--- src/rtl/fp52_pack.sv ---
// fp52_pack: sums up to ACC_LEN 18-bit beats, shifts by cfg_shift, encodes to 6b fraction + 2b exponent; out_valid 2 cycles after closing beat.
// in_ready only while accumulating; output held until out_ready. Define FP52_PACK_RNE_EN for round-nearest-even, else truncate.
module fp52_pack #(
  parameter int ACC_LEN = 4,
  parameter int ACC_W   = 24
) (
  input  logic        clk,
  input  logic        rst_n,
  input  logic        in_valid,
  output logic        in_ready,
  input  logic [17:0] in_dat,
  input  logic        in_last,
  input  logic [3:0]  cfg_shift,
  output logic        out_valid,
  input  logic        out_ready,
  output logic [5:0]  out_dat,
  output logic [1:0]  out_exp,
  output logic        out_sat
);

  typedef enum logic [1:0] {ST_ACC, ST_ENC, ST_OUT} state_t;

  localparam logic [7:0] LEN = 8'(ACC_LEN);

  state_t           state_q, state_d;
  logic [ACC_W-1:0] acc_q, acc_d;
  logic [7:0]       cnt_q, cnt_d;
  logic [3:0]       shift_q, shift_d;
  logic             ovf_q, ovf_d;
  logic [5:0]       dat_q, dat_d;
  logic [1:0]       exp_q, exp_d;
  logic             sat_q, sat_d;

  logic             first_beat;
  logic [ACC_W-1:0] acc_base;
  logic [ACC_W:0]   acc_sum;

  // The first beat of a group starts from zero so a stale sum never leaks in.
  assign first_beat = (cnt_q == 8'd0);
  assign acc_base   = first_beat ? '0 : acc_q;
  assign acc_sum    = {1'b0, acc_base} + {{(ACC_W + 1 - 18){1'b0}}, in_dat};

  logic [ACC_W-1:0] v;
  logic [1:0]       enc_e;
  logic             enc_big;
  logic [5:0]       enc_trunc;
  logic             enc_rnd;
  logic [6:0]       enc_rsum;
  logic [5:0]       enc_dat;
  logic [1:0]       enc_exp;
  logic             enc_sat;

  assign v = acc_q >> shift_q;

  always_comb begin
    enc_big   = 1'b0;
    enc_e     = 2'd0;
    enc_trunc = v[5:0];
    if (v[ACC_W-1:6] == '0) begin
      enc_e     = 2'd0;
      enc_trunc = v[5:0];
    end else if (v[ACC_W-1:7] == '0) begin
      enc_e     = 2'd1;
      enc_trunc = v[6:1];
    end else if (v[ACC_W-1:8] == '0) begin
      enc_e     = 2'd2;
      enc_trunc = v[7:2];
    end else if (v[ACC_W-1:9] == '0) begin
      enc_e     = 2'd3;
      enc_trunc = v[8:3];
    end else begin
      enc_big   = 1'b1;
    end
  end

`ifdef FP52_PACK_RNE_EN
  logic rnd_guard;
  logic rnd_sticky;

  always_comb begin
    rnd_guard  = 1'b0;
    rnd_sticky = 1'b0;
    case (enc_e)
      2'd1: rnd_guard = v[0];
      2'd2: begin
        rnd_guard  = v[1];
        rnd_sticky = v[0];
      end
      2'd3: begin
        rnd_guard  = v[2];
        rnd_sticky = |v[1:0];
      end
      default: ;
    endcase
    enc_rnd = rnd_guard & (rnd_sticky | enc_trunc[0]);
  end
`else
  assign enc_rnd = 1'b0;
`endif

  assign enc_rsum = {1'b0, enc_trunc} + {6'd0, enc_rnd};

  // A round-up carry to 64 renormalises to 32 at the next exponent, saturating past e=3.
  always_comb begin
    enc_dat = enc_rsum[5:0];
    enc_exp = enc_e;
    enc_sat = 1'b0;
    if (enc_big || (enc_rsum[6] && enc_e == 2'd3)) begin
      enc_dat = 6'd63;
      enc_exp = 2'd3;
      enc_sat = 1'b1;
    end else if (enc_rsum[6]) begin
      enc_dat = 6'd32;
      enc_exp = enc_e + 2'd1;
    end
    if (ovf_q) begin
      enc_sat = 1'b1;
    end
  end

  always_comb begin
    state_d   = state_q;
    acc_d     = acc_q;
    cnt_d     = cnt_q;
    shift_d   = shift_q;
    ovf_d     = ovf_q;
    dat_d     = dat_q;
    exp_d     = exp_q;
    sat_d     = sat_q;
    in_ready  = 1'b0;
    out_valid = 1'b0;
    case (state_q)
      ST_ACC: begin
        in_ready = 1'b1;
        if (in_valid) begin
          if (first_beat) begin
            shift_d = cfg_shift;
          end
          ovf_d = (first_beat ? 1'b0 : ovf_q) | acc_sum[ACC_W];
          acc_d = acc_sum[ACC_W] ? '1 : acc_sum[ACC_W-1:0];
          cnt_d = cnt_q + 8'd1;
          if (cnt_d == LEN || in_last) begin
            state_d = ST_ENC;
          end
        end
      end
      ST_ENC: begin
        dat_d   = enc_dat;
        exp_d   = enc_exp;
        sat_d   = enc_sat;
        state_d = ST_OUT;
      end
      ST_OUT: begin
        out_valid = 1'b1;
        if (out_ready) begin
          state_d = ST_ACC;
          cnt_d   = 8'd0;
          acc_d   = '0;
        end
      end
      default: state_d = ST_ACC;
    endcase
  end

  always_ff @(posedge clk or negedge rst_n) begin
    if (!rst_n) begin
      state_q <= ST_ACC;
      acc_q   <= '0;
      cnt_q   <= 8'd0;
      shift_q <= 4'd0;
      ovf_q   <= 1'b0;
      dat_q   <= 6'd0;
      exp_q   <= 2'd0;
      sat_q   <= 1'b0;
    end else begin
      state_q <= state_d;
      acc_q   <= acc_d;
      cnt_q   <= cnt_d;
      shift_q <= shift_d;
      ovf_q   <= ovf_d;
      dat_q   <= dat_d;
      exp_q   <= exp_d;
      sat_q   <= sat_d;
    end
  end

  assign out_dat = dat_q;
  assign out_exp = exp_q;
  assign out_sat = sat_q;

endmodule

--- config.mk ---
export PLATFORM = sky130hd
export DESIGN_NAME = fp52_pack
export DESIGN_NICKNAME = d
export VERILOG_FILES = /design/src/rtl/fp52_pack.sv
export SDC_FILE = /design/constraint.sdc
export NUM_CORES = 1
export LEC_CHECK = 0
export BUFFER_PORTS_ARGS = -buffer_cell sky130_fd_sc_hd__buf_2
export CAP_MARGIN = 20
export CORE_MARGIN = 2
export CORE_UTILIZATION = 63
export CTS_BUF_LIST = sky130_fd_sc_hd__clkbuf_4 sky130_fd_sc_hd__clkbuf_8
export CTS_CLUSTER_DIAMETER = 80
export DETAILED_ROUTE_END_ITERATION = 16
export PLACE_DENSITY = 0.93
export RECOVER_POWER = 100
export SYNTH_ARGS = -nofsm -noshare
export SYNTH_HDL_FRONTEND = slang
export SYNTH_SLANG_ARGS = --single-unit
--- constraint.sdc ---
create_clock -name clk -period 4.9 [get_ports clk]
set_input_delay 0.735 -clock clk [delete_from_list [all_inputs] [get_ports clk]]
set_output_delay 0.735 -clock clk [all_outputs]
set_load 0.02 [all_outputs]
Yosys cells after proc, flatten, opt, wreduce, memory -nomap -nowiden:

Index checks and enable logic that the tools add are counted.

* $add $sub $neg: 2
* equality and inequality tests: 6
* shift-type cells: 1
* muxes and demuxes: 31
* bitwise operators: 1
* reductions and logical operators: 12

Operator list (number)
* $mux 24: 4
* $pmux 24 s2: 1
* $mux 6: 5
* $add 24x18->25: 1
* $shr 24x4->24: 1
* $logic_not 18->1: 1
* $logic_not 17->1: 1
* $logic_not 16->1: 1
* $mux 2: 8
* $mux 8: 2
* $pmux 8 s2: 1
* $logic_not 15->1: 1
* $mux 1: 9
* $reduce_and 3->1: 3
* $add 8x1->8 const B: 1
* $eq 8x3->1 const B: 1
* $logic_not 8->1: 1
* $ne 2x2->1 const B: 3
* $pmux 2 s3: 1
* $eq 2x1->1 const B: 1
* $eq 2x2->1 const B: 1
* $logic_not 2->1: 1
* $reduce_and 2->1: 1
* $reduce_bool 2->1: 1
* 2 further kinds: 2

* flip-flop bits (word level): 48
* input port bits: 27

Depth between registers and ports, before layout:

* depth in word-level cells: 8
* gate-level depth with buffers: 16
* mapped depth without buffers: 14

Least setup slack after synthesis:

OpenSTA, ideal clock, no wires.

* path kind: flip-flop to flip-flop
* start: register cnt_q[5]
* end: register acc_q[2]
* library setup time: 0.066 ns
* arrival time: 3.732 ns
* data required time: 4.834 ns
* slack: 1.102 ns
* cell stages (with the launch flop): 16
* buffers on the path: 4
* cells stage by stage: dfrtp_1 clkbuf_1 nor3_1 nand3_1 clkbuf_1 clkbuf_1 and2_1 ha_1 nand3_1 a2111oi_0 a221oi_1 o31a_1 o21a_1 nor3_1 clkbuf_1 a221o_1

* longest elaborated chain between the ends: 6

RTL lines
* from (decl): line 27 `logic [7:0] cnt_q, cnt_d;`
* from (signal assigned): line 178 `cnt_q <= cnt_d;`
* $logic_not 8->1: line 39 `assign first_beat = (cnt_q == 8'd0);`
* $mux 24: line 40 `assign acc_base = first_beat ? '0 : acc_q;`
* $add 24x18->25: line 41 `assign acc_sum = {1'b0, acc_base} + {{(ACC_W + 1 - 18){1'b0}}, in_dat};`
* $mux 24: line 140 `acc_d = acc_sum[ACC_W] ? '1 : acc_sum[ACC_W-1:0];`
* $mux 24: line 135 `if (in_valid) begin`
* $pmux 24 s2: line 132 `case (state_q)`
* to (signal assigned): line 168 `acc_q <= '0;`
* to (signal assigned): line 177 `acc_q <= acc_d;`
* to (decl): line 26 `logic [ACC_W-1:0] acc_q, acc_d;`

Every way passes these cells. The select of a mux whose other input is x is not followed.
A chain may end at the register's enable or synchronous reset.

Worst setup path after layout:

* start: register shift_q[0]
* end: register dat_q[3], in the netlist out_dat[3]

* longest elaborated chain between the ends: 7
* elaborated cells on any way between the ends: 14

RTL lines
* from (decl): line 28 `logic [3:0] shift_q, shift_d;`
* from (signal assigned): line 179 `shift_q <= shift_d;`
* $shr 24x4->24 *: line 53 `assign v = acc_q >> shift_q;`
* $logic_not 15->1: line 68 `end else if (v[ACC_W-1:9] == '0) begin`
* $mux 6 or $mux 1 (tied branches): line 68
* $mux 6 or $mux 1 (tied branches): line 65 `end else if (v[ACC_W-1:8] == '0) begin`
* $mux 6 or $mux 1 (tied branches): line 62 `end else if (v[ACC_W-1:7] == '0) begin`
* $mux 6 or $mux 1 (tied branches): line 59 `if (v[ACC_W-1:6] == '0) begin`
* $mux 6 *: line 108 `if (enc_big || (enc_rsum[6] && enc_e == 2'd3)) begin`
* to (signal assigned): line 181 `dat_q <= dat_d;`
* to (decl): line 30 `logic [5:0] dat_q, dat_d;`

Mark *: on every way between the ends. The rest lies on a longest branch, timed or not.

==> metrics <==
Max-Cap Viols=1; HP Class=in -> async; final hold violation count=0; drt via density=~6.6; antenna violations before repair=0; Worst-Margin Slew=1990 ps; most common cell after layout, fill and taps aside=dfrtp_1; maximum clock path buffer count=2; peak supply drop=between 0.2 and 0.3 mV; largest family of logic cells by synthesized area=compound AO/OA/AOI/OAI gates; r2r startpoint=shift_q[0]; Synth Area in XOR/XNOR=roughly 2.9%; Post-synth EDFFs=0; synthesis warning total=0; synthesized area per cell=approximately 8.7 sq um; remaining routing DRC violations=0; Area growth, synth to finish=5.911%; worst reg-to-reg setup slack=430 ps; status=complete, but fails checks; drt pass-1 iters=5; share of post-route cells with drive strength above 1=between 10 and 15%; DP HPWL=just under 8000 microns; min Tclk post-route=~4500 ps; IO buf count=37; Slew HR=-32.67%; worst skew pair latency=a little over 300 ps; Synth Area in Compound Gates=around 25%; cts repair resizes=0; die span in y=a little under 90 microns; Post-CTS Setup Inserts=0; Synth Register Bits=48; Clock Sinks=48; Die Footprint=7990 sq um; TritonCTS Buffers=5; Starting DRT DRC Count=394; initial core utilization=roughly 64%; RSZ-0062 raised after global routing=false; ys async rst share=100.0%; pre-CTS setup slack=between 600 and 700 ps; Tcrit/Tclk final=just over 90%; endpoints failing setup=0; Most used DFF post-synth=dfrtp_1; critical path required time=a little over 5000 ps; mapped cell area=between 4000 and 5000 sq um; RR Endpoint=out_dat[3]; peak fanout along the critical path=33; routed len/inst=between 15 and 20 microns; sequential area share after synthesis=between 20% and 30%; post-cts hold buffer count=0; H-Tree Depth=2; GRT Resource Usage Total=between 20% and 30%; Simple-Gate Fraction of Synth Area=17.57%; maximum clock rate=approximately 220 MHz; Final Wtd Congestion=roughly 0.97; IO Count=38; CP Capture Type=flip-flop; total grt overflow=0; row count=31; CORE AREA=~7100 sq um; arrival time at the worst endpoint=4650 ps; most frequent cells in the layout=dfrtp_1, a21oi_1, nand2_1, o21ai_0, nor2_1; nets=roughly 590; worst setup margin=~430 ps; first-pass GRT wire length=between 15000 and 20000 microns; Slew Limit Fails=37; via count=about 4200; Antenna Diode Count=0; P_leak=roughly 2.1 nW; post-synthesis mux area share=17.90%; Post-Syn Instances=~530; Final TNS setup=0 ps; largest net degree at the start of global routing=49; reg2reg path depth=9; Syn Nets=~580; pwr dens=between 700 and 800 nW/um^2; Critical Path Start Type=flip-flop; failing checks=capacitance limit, slew limit; antenna viol nets, final=0; die width=~89 microns; Synth Area in Adders=slightly below 6%; final wirelength=about 11000 microns; crit path kind=reg -> reg; Synth cell types=60; root buf cell=clkbuf_8; CTS tree=done; clock transition at the registers of the reported paths=roughly 90 ps; Clock Skew=4.458 ps; number of global-route vias before repair=approximately 3900
-- synth_stat cells (4+ instances only) --
master	instances	area (sq um)
dfrtp_1	48	1201
a21oi_1	40	200.2
nand2_1	38	142.6
o21ai_0	35	175.2
clkbuf_1	30	112.6
nor2_1	30	112.6
mux2i_1	27	270.3
mux2_2	21	236.5
and2_1	20	125.1
ha_1	20	250.2
nor3_1	18	90.09
a221o_1	16	160.2
mux4_2	14	315.3
inv_1	13	48.80
xnor2_1	11	96.34
nand3_1	10	50.05
nor2b_1	10	62.56
o211ai_1	10	75.07
a31oi_1	8	50.05
nand2b_1	8	50.05
a211oi_1	7	52.55
and3_1	7	43.79
a21o_1	6	45.04
o21ai_1	6	30.03
a211o_1	4	35.03
buf_1	4	15.01
buf_2	4	20.02
o21a_1	4	30.03
o21bai_1	4	30.03
xor2_1	4	35.03
-- state kept, by name, indices dropped and copies added (netlist names) --
signal   cells
out_dat      6
state_q      2
out_sat      1
out_exp      2
acc_q       24
ovf_q        1
cnt_q        8
shift_q      4
-- critical path, stage by stage, from the launching register on --
cell,delay [ps]
dfrtp_1,1050
buf_4,480
mux2_1,420
mux2i_1,160
a31oi_1,140
or4_4,540
a311oi_1,1000
nand2b_1,130
a221oi_1,310
o21ai_0,120
-- kinds of logic after synthesis --
family | count (synthesis)
buffers and inverters | 56
adders and majority gates | 21
DFF | 48
xor gates and xnor gates | 15
and+or+nand+nor | 159
muxes | 62
AOI/OAI and AO/OA | 166
-- report_power, final --
group	internal [mW]	switching (mW)	leakage, nW	total, mW
combinational	1.18	1.38	1.42	2.56
sequential	0.540	0.253	0.604	0.793
clock	0.151	0.142	0.0541	0.293
-- worst max-delay path by stage --
stage                     slack, ps  cells past startpoint  startpoint    endpoint
after floorplan                1100                     15    cnt_q[5]    acc_q[2]
after global placement          720                     13    cnt_q[2]    acc_q[1]
after detailed placement        610                     13    cnt_q[2]    acc_q[0]
after CTS                       580                     13    cnt_q[2]    acc_q[8]
after global routing            110                      9  shift_q[0]  out_dat[3]
final                           430                      9  shift_q[0]  out_dat[3]
-- stage by stage --
step	hold slack, ps	instance area (sq um)	utilization, %	std cells	total power [mW]
2_1_floorplan	439.4	4593	-	527	2.847
3_3_place_gp	458.9	4776	66.92	627	3.221
3_5_place_dp	470.9	4776	66.92	627	3.328
4_1_cts	491.6	4887	68.48	635	3.633
5_1_grt	479.4	4865	68.16	637	3.948
6_report	420.5	4865	68.16	637	3.646
-- metal layers --
metal	wire (microns)	share of wire [%]	track usage, %	vias to the layer above
met5	0	0	0	-
met4	193	1.8	8.548	0
met3	702	6.4	3.970	20
met2	5334	49	47.41	194
met1	4751	43	39.17	1982
li1	-	-	-	2013
-- cell type report --
cell class | instances | area (sq um)
multi-input combinational | 423 | 3146
clock buffer | 5 | 68.82
fill | 559 | 2272
tap | 99 | 123.9
sequential | 48 | 1201
timing repair buffer | 45 | 230.2
clock inverter | 3 | 42.54
inverter | 14 | 52.55
Note: power is estimated with default switching activity, not from simulation.
